**src/rtl/bcd_modcnt_if.sv**
```systemverilog
// Command/status bundle for bcd_modcnt.
// master: the tick generator / manual-set controller driving commands.
// slave : the counter itself.
interface bcd_modcnt_if;
  logic       tick;
  logic       down;
  logic       set_L;
  logic       set_H;
  logic       load;
  logic [3:0] load_L;
  logic [3:0] load_H;
  logic [3:0] cnt_L;
  logic [3:0] cnt_H;
  logic       carry;
  logic       borrow;
  logic       load_err;

  modport master (
    output tick, down, set_L, set_H, load, load_L, load_H,
    input  cnt_L, cnt_H, carry, borrow, load_err
  );

  modport slave (
    input  tick, down, set_L, set_H, load, load_L, load_H,
    output cnt_L, cnt_H, carry, borrow, load_err
  );
endinterface

```
**src/rtl/bcd_modcnt.sv**
```systemverilog
// Two-digit BCD modulo-MOD counter (hour/minute/second digit pairs).
// Commands by priority: clr > load > set_L > set_H > tick.
// Optional macro BCD_CNT_DOWN_EN: enables down-counting on tick and the
// borrow pulse; without it, down is ignored and borrow stays 0.
module bcd_modcnt #(
  parameter int unsigned MOD     = 24,
  parameter int unsigned RST_VAL = 0
) (
  input  logic          clk_1,
  input  logic          clr,
  bcd_modcnt_if.slave   bus
);

  localparam logic [7:0] MOD_V = 8'(MOD);
  localparam logic [7:0] TOP_V = 8'(MOD - 1);
  localparam logic [3:0] RST_H = 4'(RST_VAL / 10);
  localparam logic [3:0] RST_L = 4'(RST_VAL % 10);
`ifdef BCD_CNT_DOWN_EN
  localparam logic [3:0] TOP_H = 4'((MOD - 1) / 10);
  localparam logic [3:0] TOP_L = 4'((MOD - 1) % 10);
`endif

  typedef enum logic [2:0] {
    CMD_IDLE,
    CMD_LOAD,
    CMD_SET_L,
    CMD_SET_H,
    CMD_TICK
  } cmd_e;

  typedef struct packed {
    logic [3:0] h;
    logic [3:0] l;
    logic       wrap;
  } step_t;

  // Binary value of a digit pair; wide enough for unchecked load digits.
  function automatic logic [7:0] bcd_val(input logic [3:0] h, input logic [3:0] l);
    return (8'd10 * {4'd0, h}) + {4'd0, l};
  endfunction

  function automatic step_t step_up(input logic [3:0] h, input logic [3:0] l);
    step_t s;
    s.h    = h;
    s.l    = l;
    s.wrap = 1'b0;
    if (bcd_val(h, l) >= TOP_V) begin
      s.h    = '0;
      s.l    = '0;
      s.wrap = 1'b1;
    end else if (l == 4'd9) begin
      s.l = '0;
      s.h = h + 4'd1;
    end else begin
      s.l = l + 4'd1;
    end
    return s;
  endfunction

`ifdef BCD_CNT_DOWN_EN
  function automatic step_t step_down(input logic [3:0] h, input logic [3:0] l);
    step_t s;
    s.h    = h;
    s.l    = l;
    s.wrap = 1'b0;
    if ((h == 4'd0) && (l == 4'd0)) begin
      s.h    = TOP_H;
      s.l    = TOP_L;
      s.wrap = 1'b1;
    end else if (l == 4'd0) begin
      s.l = 4'd9;
      s.h = h - 4'd1;
    end else begin
      s.l = l - 4'd1;
    end
    return s;
  endfunction
`endif

  logic [3:0] cnt_h_q, cnt_l_q;
  logic       carry_q, err_q;
  logic [3:0] nxt_h, nxt_l;
  logic       nxt_carry, nxt_err;
  logic       load_ok;
  logic       dir_down;
  cmd_e       cmd;

`ifdef BCD_CNT_DOWN_EN
  logic borrow_q;
  logic nxt_borrow;
  assign dir_down = bus.down;
`else
  logic unused_down;
  assign unused_down = bus.down;
  assign dir_down    = 1'b0;
`endif

  // Range check of the parallel-load digits.
  always_comb begin
    load_ok = (bus.load_L <= 4'd9) && (bus.load_H <= 4'd9) &&
              (bcd_val(bus.load_H, bus.load_L) < MOD_V);
  end

  // Pick the single highest-priority active command.
  always_comb begin
    cmd = CMD_IDLE;
    if (bus.load)       cmd = CMD_LOAD;
    else if (bus.set_L) cmd = CMD_SET_L;
    else if (bus.set_H) cmd = CMD_SET_H;
    else if (bus.tick)  cmd = CMD_TICK;
  end

  // Next digit pair and pulse flags for the selected command.
  always_comb begin
    step_t st;
    nxt_h     = cnt_h_q;
    nxt_l     = cnt_l_q;
    nxt_carry = 1'b0;
    nxt_err   = 1'b0;
    st        = '0;
`ifdef BCD_CNT_DOWN_EN
    nxt_borrow = 1'b0;
`endif
    unique case (cmd)
      CMD_LOAD: begin
        if (load_ok) begin
          nxt_h = bus.load_H;
          nxt_l = bus.load_L;
        end else begin
          nxt_err = 1'b1;
        end
      end
      CMD_SET_L: begin
        if ((cnt_l_q == 4'd9) || (bcd_val(cnt_h_q, cnt_l_q) >= TOP_V))
          nxt_l = '0;
        else
          nxt_l = cnt_l_q + 4'd1;
      end
      CMD_SET_H: begin
        if (bcd_val(cnt_h_q + 4'd1, cnt_l_q) >= MOD_V)
          nxt_h = '0;
        else
          nxt_h = cnt_h_q + 4'd1;
      end
      CMD_TICK: begin
`ifdef BCD_CNT_DOWN_EN
        if (dir_down) begin
          st         = step_down(cnt_h_q, cnt_l_q);
          nxt_borrow = st.wrap;
        end else begin
          st        = step_up(cnt_h_q, cnt_l_q);
          nxt_carry = st.wrap;
        end
`else
        st        = step_up(cnt_h_q, cnt_l_q);
        nxt_carry = st.wrap & ~dir_down;
`endif
        nxt_h = st.h;
        nxt_l = st.l;
      end
      default: ;
    endcase
  end

  // Count and pulse registers; clr forces RST_VAL immediately.
  always_ff @(posedge clk_1 or posedge clr) begin
    if (clr) begin
      cnt_h_q <= RST_H;
      cnt_l_q <= RST_L;
      carry_q <= 1'b0;
      err_q   <= 1'b0;
    end else begin
      cnt_h_q <= nxt_h;
      cnt_l_q <= nxt_l;
      carry_q <= nxt_carry;
      err_q   <= nxt_err;
    end
  end

`ifdef BCD_CNT_DOWN_EN
  // Borrow pulse register, present only when down-counting is built.
  always_ff @(posedge clk_1 or posedge clr) begin
    if (clr) borrow_q <= 1'b0;
    else     borrow_q <= nxt_borrow;
  end
  assign bus.borrow = borrow_q;
`else
  assign bus.borrow = 1'b0;
`endif

  assign bus.cnt_H    = cnt_h_q;
  assign bus.cnt_L    = cnt_l_q;
  assign bus.carry    = carry_q;
  assign bus.load_err = err_q;

endmodule

```
**src/flat_wrapper.sv**
```systemverilog
// flat-port wrapper written by rule: the top's interface ports become plain ports
module bcd_modcnt_flat 
#(
  parameter int unsigned MOD     = 24,
  parameter int unsigned RST_VAL = 0
)
  (clk_1, clr, bus_tick, bus_down, bus_set_L, bus_set_H, bus_load, bus_load_L, bus_load_H, bus_cnt_L, bus_cnt_H, bus_carry, bus_borrow, bus_load_err);
  bcd_modcnt_if bus_i ();
  input  logic clk_1;
  input  logic clr;
  input wire logic [$bits(bus_i.tick)-1:0] bus_tick;
  input wire logic [$bits(bus_i.down)-1:0] bus_down;
  input wire logic [$bits(bus_i.set_L)-1:0] bus_set_L;
  input wire logic [$bits(bus_i.set_H)-1:0] bus_set_H;
  input wire logic [$bits(bus_i.load)-1:0] bus_load;
  input wire logic [$bits(bus_i.load_L)-1:0] bus_load_L;
  input wire logic [$bits(bus_i.load_H)-1:0] bus_load_H;
  output wire logic [$bits(bus_i.cnt_L)-1:0] bus_cnt_L;
  output wire logic [$bits(bus_i.cnt_H)-1:0] bus_cnt_H;
  output wire logic [$bits(bus_i.carry)-1:0] bus_carry;
  output wire logic [$bits(bus_i.borrow)-1:0] bus_borrow;
  output wire logic [$bits(bus_i.load_err)-1:0] bus_load_err;
  assign bus_i.tick = bus_tick;
  assign bus_i.down = bus_down;
  assign bus_i.set_L = bus_set_L;
  assign bus_i.set_H = bus_set_H;
  assign bus_i.load = bus_load;
  assign bus_i.load_L = bus_load_L;
  assign bus_i.load_H = bus_load_H;
  assign bus_cnt_L = bus_i.cnt_L;
  assign bus_cnt_H = bus_i.cnt_H;
  assign bus_carry = bus_i.carry;
  assign bus_borrow = bus_i.borrow;
  assign bus_load_err = bus_i.load_err;
  bcd_modcnt #(.MOD(MOD), .RST_VAL(RST_VAL)) u_core (.clk_1(clk_1), .clr(clr), .bus(bus_i));
endmodule
```
**config.mk**
```make
export PLATFORM = sky130hd
export DESIGN_NAME = bcd_modcnt_flat
export DESIGN_NICKNAME = d
export VERILOG_FILES = /design/src/rtl/bcd_modcnt_if.sv /design/src/rtl/bcd_modcnt.sv /design/src/flat_wrapper.sv
export SDC_FILE = /design/constraint.sdc
export NUM_CORES = 1
export LEC_CHECK = 0
export CORE_MARGIN = 2
export CORE_UTILIZATION = 40
export CTS_CLUSTER_SIZE = 28
export DETAILED_ROUTE_END_ITERATION = 10
export GPL_TIMING_DRIVEN = 0
export MAX_ROUTING_LAYER = met4
export PLACE_DENSITY = 0.76
export SLEW_MARGIN = 20
export SYNTH_ARGS = -nofsm -noshare
export SYNTH_HDL_FRONTEND = slang
export SYNTH_SLANG_ARGS = --single-unit
```
**constraint.sdc**
```tcl
create_clock -name clk_1 -period 2.8 [get_ports clk_1]
set_input_delay 0.56 -clock clk_1 [delete_from_list [all_inputs] [get_ports clk_1]]
set_output_delay 0.56 -clock clk_1 [all_outputs]
set_load 0.05 [all_outputs]
```
==> impl_summary.log, run 1 <==
[metrics] outcome: complete, but fails checks
[metrics] violated checks: setup timing
[metrics] Crit Path Category: reg2reg
[metrics] pins over their slew limit: 0
[metrics] worst reg2reg path endpoint: u_core.bus.cnt_H[2]$_DFFE_PP0P_
[metrics] maximum number of pins on one net before global-route repair: 11
[metrics] diode insertion count for antenna repair: 0
[metrics] highest-delay cell along the critical path: sky130_fd_sc_hd__dfrtp_4
[metrics] Overall Power: 2.74 mW
[metrics] critical path's most frequent cell: sky130_fd_sc_hd__ha_4
[metrics] internal reg-to-reg setup slack: -0.27 ns
[metrics] delay contributed by the slowest stage of the critical path: 0.52 ns
[metrics] drt first-iter violations: 96
[metrics] remaining antenna violation count: 0
[metrics] Buffers & Inverters on Critical Path: 0
[metrics] FF+latch count, synth: 10
[metrics] prevailing post-synth register cell: sky130_fd_sc_hd__dfrtp_1
[metrics] clock group share of total power: 0.069
[metrics] cells along the critical path: ha_4, nor2b_4, nand2b_4, ha_4, nand2_2, fa_2, nor2b_1, and3_1, a221oi_4, or4_1, o311a_1, o211ai_1
[metrics] smallest hold slack: 0.598 ns
[metrics] clock transition at the registers of the reported paths: 0.05 ns
[metrics] TritonCTS clock tree: built
[metrics] placeable core region: 3740 sq um
[metrics] net switching fraction of the power: 0.485
[metrics] end-of-flow core utilization: 0.608
[metrics] final period utilization: 1.10
[metrics] Pint: 1.41 mW
[metrics] mean area per synthesized cell: 8.79 sq um
[metrics] VDD IR-drop max: 0.536 mV
[metrics] Max Cap Violations: 0
[metrics] final worst setup slack: -0.266 ns
[metrics] type of the tightest min-delay check: in2async
[metrics] shortest period the worst path allows: 3.07 ns
[metrics] setup repair after global routing missed its margin: true
[metrics] maximum frequency from static timing analysis: 326 MHz
[metrics] parity-gate share of the synthesized area counting xor and xnor cells: 0.0482
[metrics] sequential share of power: 0.114
[metrics] Num CTS Buffers: 3
[metrics] largest driver fanout on the critical path: 5
[metrics] number of antenna violations at the first check in global routing: 0
[metrics] DIE AREA: 4480 sq um
[metrics] startpoint type of the worst setup path: register
[metrics] count of final hold-check violations: 0
[metrics] level count of the clock H-tree: 1
[metrics] met1 usage in global routing: 0.248
[metrics] Worst Reg2Reg Path Length in Cells: 12
[metrics] RD Place Congestion: 0.878
[metrics] family with the most delay on the worst path: simple AND/OR/NAND/NOR gates
[metrics] FP Rows: 22
[metrics] static leakage: 1.01 nW
[metrics] I/O pin count: 26
[metrics] power density relative to cell area: 1200 nW/um^2
[metrics] vias in the first global route: 1453
[metrics] drt total wl: 4150 microns
[metrics] proportion of power drawn by combinational gates: 0.816
[metrics] multiplexer fraction of the synthesized cell area: 0.0324
[metrics] worst slack at placement: -0.784 ns
[metrics] overall die width: 66.9 microns
[metrics] main combinational cell family by area after synthesis: compound AO/OA/AOI/OAI gates
[metrics] post-detailed-route wirelength per cell: 14.9 microns
[metrics] # DRC: 0
[metrics] Critical Path End Type: register
[metrics] warning count from the yosys run: 0
[metrics] proportion of synthesized chip area in sequential cells: 0.158
[metrics] vias after detailed routing: 1603
[metrics] P&R area growth vs syn: 43.8%
[metrics] gate count of the mapped netlist: 180
[metrics] total congestion overflow: 0
[metrics] area share of fa/ha/maj cells after synthesis: 0.245
[metrics] worst setup skew after layout: 0.00617 ns
[metrics] post-layout net count: 274
[metrics] Fill cells: 324
[metrics] switching pwr: 1.33 mW
[metrics] setup-violating endpoint count in the final report: 8
[metrics] clock latency on the worst-skew pair: 0.25 ns
[metrics] required time of the worst setup path: 2.95 ns
[metrics] count of buffers from port buffering: 23
[metrics] cts-stage hold buffer count: 0
[metrics] CTS root buffer: sky130_fd_sc_hd__clkbuf_8
[metrics] Vias/cell: 5.77
[metrics] total half-perimeter wirelength after legalization and detailed placement: 2940 microns
[metrics] global-route wire length before repair: 6590 microns
[metrics] CP Data Arrival Time: 3.21 ns
[metrics] Post-Synth Simple-Gate Area: 0.214
[metrics] met2 Track Usage GR: 0.331
[metrics] number of flops mapped to enable cells by yosys: 0
[metrics] transition at the pin with the smallest max-transition slack: 0.509 ns
[metrics] global-route usage over all layers: 0.195
[metrics] gr busiest metal: met2
[metrics] total nets after synthesis: 223
[metrics] startpoint of the worst register-to-register path: u_core.bus.cnt_H[1]$_DFFE_PP0P_
[metrics] share of async-settable or async-resettable flops after synthesis: 1.00
[metrics] fraction of met3 tracks used by global routing: 0.0152
[metrics] Initial Util: 0.423
[metrics] height of the die: 66.9 microns
[metrics] Slew Limit Headroom: 0.660
[metrics] largest buffer count on any clock path: 2
[metrics] compound-cell area share of the yosys netlist: 0.250
[metrics] ratio of cells with drive above 1 in the final layout: 0.274
[metrics] number of distinct library cell variants in the gate-level netlist after synthesis: 52
[metrics] TritonCTS Sinks: 10
[metrics] cell area after synthesis: 1580 sq um
[metrics] Initial DRT Pass Iterations: 4
==> Yosys cell counts (2+ instances only) <==
library cell / n / area [sq um]
sky130_fd_sc_hd__nand3b_1: 5 / 37.5
sky130_fd_sc_hd__nor3b_1: 2 / 15.0
sky130_fd_sc_hd__and2_1: 3 / 18.8
sky130_fd_sc_hd__nand3_1: 5 / 25.0
sky130_fd_sc_hd__nand2_1: 11 / 41.3
sky130_fd_sc_hd__nor3_1: 4 / 20.0
sky130_fd_sc_hd__o21ai_0: 5 / 25.0
sky130_fd_sc_hd__or2_2: 2 / 12.5
sky130_fd_sc_hd__ha_1: 23 / 288
sky130_fd_sc_hd__o21ai_1: 2 / 10.0
sky130_fd_sc_hd__mux2i_1: 4 / 40.0
sky130_fd_sc_hd__a32oi_1: 3 / 26.3
sky130_fd_sc_hd__a21o_1: 4 / 30.0
sky130_fd_sc_hd__inv_1: 13 / 48.8
sky130_fd_sc_hd__a21oi_1: 10 / 50.1
sky130_fd_sc_hd__nor2_1: 8 / 30.0
sky130_fd_sc_hd__dfrtp_1: 10 / 250
sky130_fd_sc_hd__nand2b_1: 3 / 18.8
sky130_fd_sc_hd__xor2_1: 3 / 26.3
sky130_fd_sc_hd__and3_1: 4 / 25.0
sky130_fd_sc_hd__buf_6: 2 / 22.5
sky130_fd_sc_hd__a211oi_1: 2 / 15.0
sky130_fd_sc_hd__fa_1: 5 / 100
sky130_fd_sc_hd__nor2b_1: 4 / 25.0
sky130_fd_sc_hd__o32a_1: 2 / 20.0
sky130_fd_sc_hd__o2111ai_1: 5 / 43.8
sky130_fd_sc_hd__o211ai_1: 7 / 52.6
sky130_fd_sc_hd__nand4b_1: 4 / 35.0
sky130_fd_sc_hd__xnor2_1: 2 / 17.5
==> how the worst max path moves through the flow <==
| stage | start | to | depth (start not counted) |
|---|---|---|---|
| 2_1_floorplan | u_core.bus.cnt_H[1]$_DFFE_PP0P_ | u_core.bus.cnt_H[2]$_DFFE_PP0P_ | 12 |
| 3_3_place_gp | bus_load_H[3] | u_core.bus.cnt_H[1]$_DFFE_PP0P_ | 9 |
| 3_5_place_dp | bus_load_H[3] | u_core.bus.cnt_H[1]$_DFFE_PP0P_ | 9 |
| 4_1_cts | u_core.bus.cnt_H[1]$_DFFE_PP0P_ | u_core.bus.cnt_H[2]$_DFFE_PP0P_ | 12 |
| 5_1_grt | u_core.bus.cnt_H[1]$_DFFE_PP0P_ | u_core.bus.cnt_H[2]$_DFFE_PP0P_ | 12 |
| 6_report | u_core.bus.cnt_H[1]$_DFFE_PP0P_ | u_core.bus.cnt_H[2]$_DFFE_PP0P_ | 12 |
==> layout make-up <==
type,count,area [sq um],share of cell area
flip-flops and latches,10,260,0.114
plain buffers,3,30.0,0.0132
multi-input cells,154,1410,0.620
well taps,48,60.1,0.0264
repair buffers,46,410,0.180
inverters,13,48.8,0.0214
clock buffers,4,55.1,0.0242
==> layout by cell type, fill, tap and decap left out, types with 3 or more instances in the layout <==
| cell | synthesis | routed |
|---|---|---|
| sky130_fd_sc_hd__o2111ai_1 | 5 | 5 |
| sky130_fd_sc_hd__clkbuf_8 | 0 | 4 |
| sky130_fd_sc_hd__and3_1 | 4 | 4 |
| sky130_fd_sc_hd__clkdlybuf4s50_1 | 0 | 19 |
| sky130_fd_sc_hd__ha_1 | 23 | 17 |
| sky130_fd_sc_hd__nor2b_1 | 4 | 3 |
| sky130_fd_sc_hd__nand4b_1 | 4 | 4 |
| sky130_fd_sc_hd__buf_6 | 2 | 4 |
| sky130_fd_sc_hd__and2_1 | 3 | 3 |
| sky130_fd_sc_hd__xor2_1 | 3 | 3 |
| sky130_fd_sc_hd__nand3_1 | 5 | 4 |
| sky130_fd_sc_hd__nor2_1 | 8 | 8 |
| sky130_fd_sc_hd__a21oi_1 | 10 | 10 |
| sky130_fd_sc_hd__nand2_1 | 11 | 10 |
| sky130_fd_sc_hd__a21o_1 | 4 | 4 |
| sky130_fd_sc_hd__o21ai_0 | 5 | 5 |
| sky130_fd_sc_hd__ha_2 | 0 | 3 |
| sky130_fd_sc_hd__a32oi_1 | 3 | 3 |
| sky130_fd_sc_hd__dfrtp_1 | 10 | 6 |
| sky130_fd_sc_hd__buf_4 | 1 | 22 |
| sky130_fd_sc_hd__inv_1 | 13 | 13 |
| sky130_fd_sc_hd__o211ai_1 | 7 | 7 |
| sky130_fd_sc_hd__nand3b_1 | 5 | 5 |
| sky130_fd_sc_hd__ha_4 | 0 | 3 |
| sky130_fd_sc_hd__fa_1 | 5 | 3 |
| sky130_fd_sc_hd__mux2i_1 | 4 | 4 |
==> power by group through the flow <==
stage | sequential, mW | clock, mW | combinational [mW]
6_report | 0.313 | 0.190 | 2.23
5_1_grt | 0.325 | 0.197 | 2.42
4_1_cts | 0.312 | 0.187 | 1.89
3_5_place_dp | 0.321 | 0 | 1.69
3_3_place_gp | 0.321 | 0 | 1.65
2_1_floorplan | 0.452 | 0 | 1.16
==> state kept, by name, indices dropped and copies added, names as in the netlist <==
name,count
u_core.bus.cnt_L,4
u_core.bus.load_err,1
u_core.bus.cnt_H,4
u_core.bus.carry,1
==> logic make-up after synthesis <==
group | Yosys count
simple gates | 59
compound gates | 54
fa+ha+maj | 28
buf+inv | 16
flops | 10
xor+xnor | 7
mux | 5
other cells | 1
==> per-layer routing <==
layer | vias up | share of wire | wire length, microns
li1 | 788 | - | -
met1 | 763 | 0.46 | 1900
met2 | 45 | 0.48 | 2010
met3 | 7 | 0.042 | 175
met4 | 0 | 0.015 | 63
met5 | - | 0 | 0
==> metrics by stage <==
| stage | area [sq um] | TNS, ns | instances |
|---|---|---|---|
| final | 2280 | -1.41 | 278 |
| after global routing | 2280 | -2.47 | 278 |
| after CTS | 2170 | -0.664 | 269 |
| after detailed placement | 1950 | -5.34 | 251 |
| after global placement | 1950 | -4.93 | 251 |
| after floorplan | 1660 | -0.578 | 180 |
==> timing repair <==
item                                    CTS  global route
pin swaps                                13            12
gates resized for setup                  19             7
endpoints found under the setup margin    9             8
setup buffers                            14             9
Note: power is estimated with default switching activity, not from simulation.
==> run 2: changes to the inputs <==
--- a/config.mk
+++ b/config.mk
@@ -11,7 +11,7 @@
 export DETAILED_ROUTE_END_ITERATION = 10
 export GPL_TIMING_DRIVEN = 0
 export MAX_ROUTING_LAYER = met4
-export PLACE_DENSITY = 0.76
+export PLACE_DENSITY = 0.74
 export SLEW_MARGIN = 20
 export SYNTH_ARGS = -nofsm -noshare
 export SYNTH_HDL_FRONTEND = slang
==> constraint.sdc (replaced) <==
create_clock -name clk_1 -period 3.7 [get_ports clk_1]
set_input_delay 0.74 -clock clk_1 [delete_from_list [all_inputs] [get_ports clk_1]]
set_output_delay 0.74 -clock clk_1 [all_outputs]
set_load 0.05 [all_outputs]
==> impl_summary.log, run 2 (synthesis results as in run 1) <==
[metrics] Slew Limit Headroom: 0.663 (+0.00372)
[metrics] TritonCTS Sinks: 10 (unchanged)
[metrics] clock group share of total power: 0.086 (+0.017)
[metrics] Initial Util: 0.423 (unchanged)
[metrics] total congestion overflow: 0 (unchanged)
[metrics] level count of the clock H-tree: 1 (unchanged)
[metrics] maximum frequency from static timing analysis: 288 MHz (-12%)
[metrics] type of the tightest min-delay check: reg2reg
[metrics] VDD IR-drop max: 0.286 mV (-47%)
[metrics] remaining antenna violation count: 0 (unchanged)
[metrics] net switching fraction of the power: 0.523 (+0.0383)
[metrics] diode insertion count for antenna repair: 0 (unchanged)
[metrics] CTS root buffer: sky130_fd_sc_hd__clkbuf_8
[metrics] post-placement cell area: 1870 sq um (-4.0%)
[metrics] Critical Path End Type: register
[metrics] buffer count from post-CTS setup fixing: 0 (-14)
[metrics] vias in the first global route: 1381 (-5.0%)
[metrics] sequential share of power: 0.140 (+0.026)
[metrics] shortest period the worst path allows: 3.47 ns (+0.408 ns)
[metrics] startpoint of the worst setup timing path: u_core.bus.cnt_H[2]$_DFFE_PP0P_
[metrics] Pint: 0.755 mW (-46%)
[metrics] cells along the critical path: nand3_1, xnor2_2, ha_1, inv_1, fa_1, xor2_1, a32oi_1, o211a_1, or4_1, o311a_1, o211ai_1
[metrics] # DRC: 0 (unchanged)
[metrics] Setup TNS Final: 0 ns (+1.41 ns)
[metrics] count of final hold-check violations: 0 (unchanged)
[metrics] Routed met3 length: 112 microns (-36%)
[metrics] internal reg-to-reg setup slack: 0.23 ns (+0.49 ns)
[metrics] TritonCTS clock tree: built
[metrics] static leakage: 0.878 nW (-13%)
[metrics] largest buffer count on any clock path: 2 (unchanged)
[metrics] post-layout instance area: 1950 sq um (-14%)
[metrics] setup repair after global routing missed its margin: false
[metrics] overall die width: 66.9 microns (unchanged)
[metrics] RD Place Congestion: 0.827 (-5.9%)
[metrics] required time of the worst setup path: 3.85 ns (+0.90 ns)
[metrics] count of placed standard cells including taps: 251 (unchanged)
[metrics] maximum number of pins on one net before global-route repair: 11 (unchanged)
[metrics] clock latency on the worst-skew pair: 0.23 ns (-0.02 ns)
[metrics] pins over their slew limit: 0 (unchanged)
[metrics] worst slack at placement: -0.0365 ns (+0.747 ns)
[metrics] drt first-iter violations: 37 (-61%)
[metrics] number of antenna violations at the first check in global routing: 0 (unchanged)
[metrics] I/O pin count: 26 (unchanged)
[metrics] startpoint type of the worst setup path: register
[metrics] wire length on met2: 1680 microns (-17%)
[metrics] P&R area growth vs syn: 23.0%
[metrics] drt total wl: 3580 microns (-14%)
[metrics] Crit Path Category: reg2reg
[metrics] vias after detailed routing: 1453 (-9.4%)
[metrics] Max Cap Violations: 0 (unchanged)
[metrics] placeable core region: 3740 sq um (unchanged)
[metrics] M1 wire length: 1760 microns (-7.7%)
[metrics] switching pwr: 0.828 mW (-38%)
[metrics] Fill cells: 372 (+15%)
[metrics] worst min-delay path startpoint: u_core.bus.cnt_L[0]$_DFFE_PP0P_
[metrics] Vias/cell: 5.70 (-1.2%)
[metrics] Num CTS Buffers: 3 (unchanged)
[metrics] clock transition at the registers of the reported paths: 0.05 ns (about the same)
[metrics] global-route usage over all layers: 0.179 (-0.0162)
[metrics] worst setup skew after layout: 0.00374 ns (-0.00244 ns)
[metrics] ratio of cells with drive above 1 in the final layout: 0.0821 (-0.192)
[metrics] Initial DRT Pass Iterations: 4 (unchanged)
[metrics] proportion of power drawn by combinational gates: 0.774 (-0.042)
[metrics] final std cells w/o fill: 255 (-8.3%)
[metrics] startpoint of the worst register-to-register path: u_core.bus.cnt_H[2]$_DFFE_PP0P_
[metrics] Top Layer Used: met4
[metrics] transition at the pin with the smallest max-transition slack: 0.502 ns (-0.00707 ns)
[metrics] total half-perimeter wirelength after legalization and detailed placement: 2850 microns (-3.0%)
[metrics] delay contributed by the slowest stage of the critical path: 0.63 ns (+0.11 ns)
[metrics] post-layout net count: 251 (-8.4%)
[metrics] global-route wire length before repair: 6130 microns (-6.9%)
[metrics] height of the die: 66.9 microns (unchanged)
[metrics] FP Rows: 22 (unchanged)
[metrics] count of buffers from port buffering: 23 (unchanged)
[metrics] Overall Power: 1.58 mW (-42%)
[metrics] final worst setup slack: 0.226 ns (+0.492 ns)
[metrics] highest-delay cell along the critical path: sky130_fd_sc_hd__fa_1
[metrics] CP Data Arrival Time: 3.62 ns (+0.41 ns)
[metrics] final period utilization: 0.939 (-0.156)
[metrics] DIE AREA: 4480 sq um (unchanged)
[metrics] post-detailed-route wirelength per cell: 14.0 microns (-6.1%)
[metrics] leading cell types in the layout, fill and taps excluded: sky130_fd_sc_hd__ha_1 (23), sky130_fd_sc_hd__clkdlybuf4s50_1 (23), sky130_fd_sc_hd__inv_1 (13)
[metrics] setup-violating endpoint count in the final report: 0 (-8)
[metrics] outcome: completed
[metrics] power density relative to cell area: 813 nW/um^2 (-32%)
[metrics] largest driver fanout on the critical path: 9 (+4)
run 2: changes by cell type in the layout (fill, tap and decap cells not counted), moves of 3 or more:
cell	previous run	this run
sky130_fd_sc_hd__clkdlybuf4s50_1	19	23
sky130_fd_sc_hd__buf_4	22	1
sky130_fd_sc_hd__ha_2	3	0
sky130_fd_sc_hd__ha_4	3	0
sky130_fd_sc_hd__ha_1	17	23
sky130_fd_sc_hd__dfrtp_1	6	10
run 2: final cells by class:
class,instances,area [sq um],area share
Multi-Input combinational cell,154,1270,0.654
Sequential cell,10,250,0.129
Buffer,3,30.0,0.0154
Clock buffer,4,55.1,0.0283
Inverter,13,48.8,0.0251
Timing Repair Buffer,23,230,0.118
Tap cell,48,60.1,0.0308
run 2: final timing paths:
path                                                    to  depth (start not counted)
max                        u_core.bus.cnt_H[2]$_DFFE_PP0P_                         11
min                        u_core.bus.cnt_L[0]$_DFFE_PP0P_                          2
max reg2reg                u_core.bus.cnt_H[2]$_DFFE_PP0P_                         11
min reg2reg                u_core.bus.cnt_L[0]$_DFFE_PP0P_                          2
max in group asynchronous  u_core.bus.cnt_H[3]$_DFFE_PP0P_                          2
min in group asynchronous  u_core.bus.cnt_L[0]$_DFFE_PP0P_                          2
run 2: worst max-delay path, delay by kind of cell (launching register included):
kind | cells | cell delay (ns)
buffers and inverters | 1 | 0.06
adders and majority gates | 2 | 0.86
xor gates and xnor gates | 2 | 0.53
DFF | 1 | 0.52
AOI/OAI and AO/OA | 4 | 0.67
and+or+nand+nor | 2 | 0.76
run 2: layer usage:
layer / global-route usage / vias up
met5: - / -
met4: 0.0306 / 0
met3: 0.0169 / 4
met2: 0.308 / 31
met1: 0.231 / 680
li1: - / 738
run 2: power by group through the flow:
stage	Clock (mW)	Combinational, mW	Sequential [mW]
finish	0.137	1.23	0.221
global placement	0	1.19	0.224
global route	0.144	1.36	0.231
CTS	0.138	1.21	0.222
detailed placement	0	1.20	0.224
floorplan	0	0.823	0.322
run 2: stage by stage:
step                      utilization  hold slack (ns)
after floorplan                     -            0.580
after global placement          0.500            0.677
after detailed placement        0.500            0.692
after CTS                       0.515            0.700
after global routing            0.520            0.752
final                           0.520            0.696
run 2: what timing repair did:
item | 4_1_cts | 5_1_grt
resized for setup | 0 | 3
setup endpoints to repair | 0 | 3
hold buffers | 0 | 0
hold endpoints to repair | 0 | 0
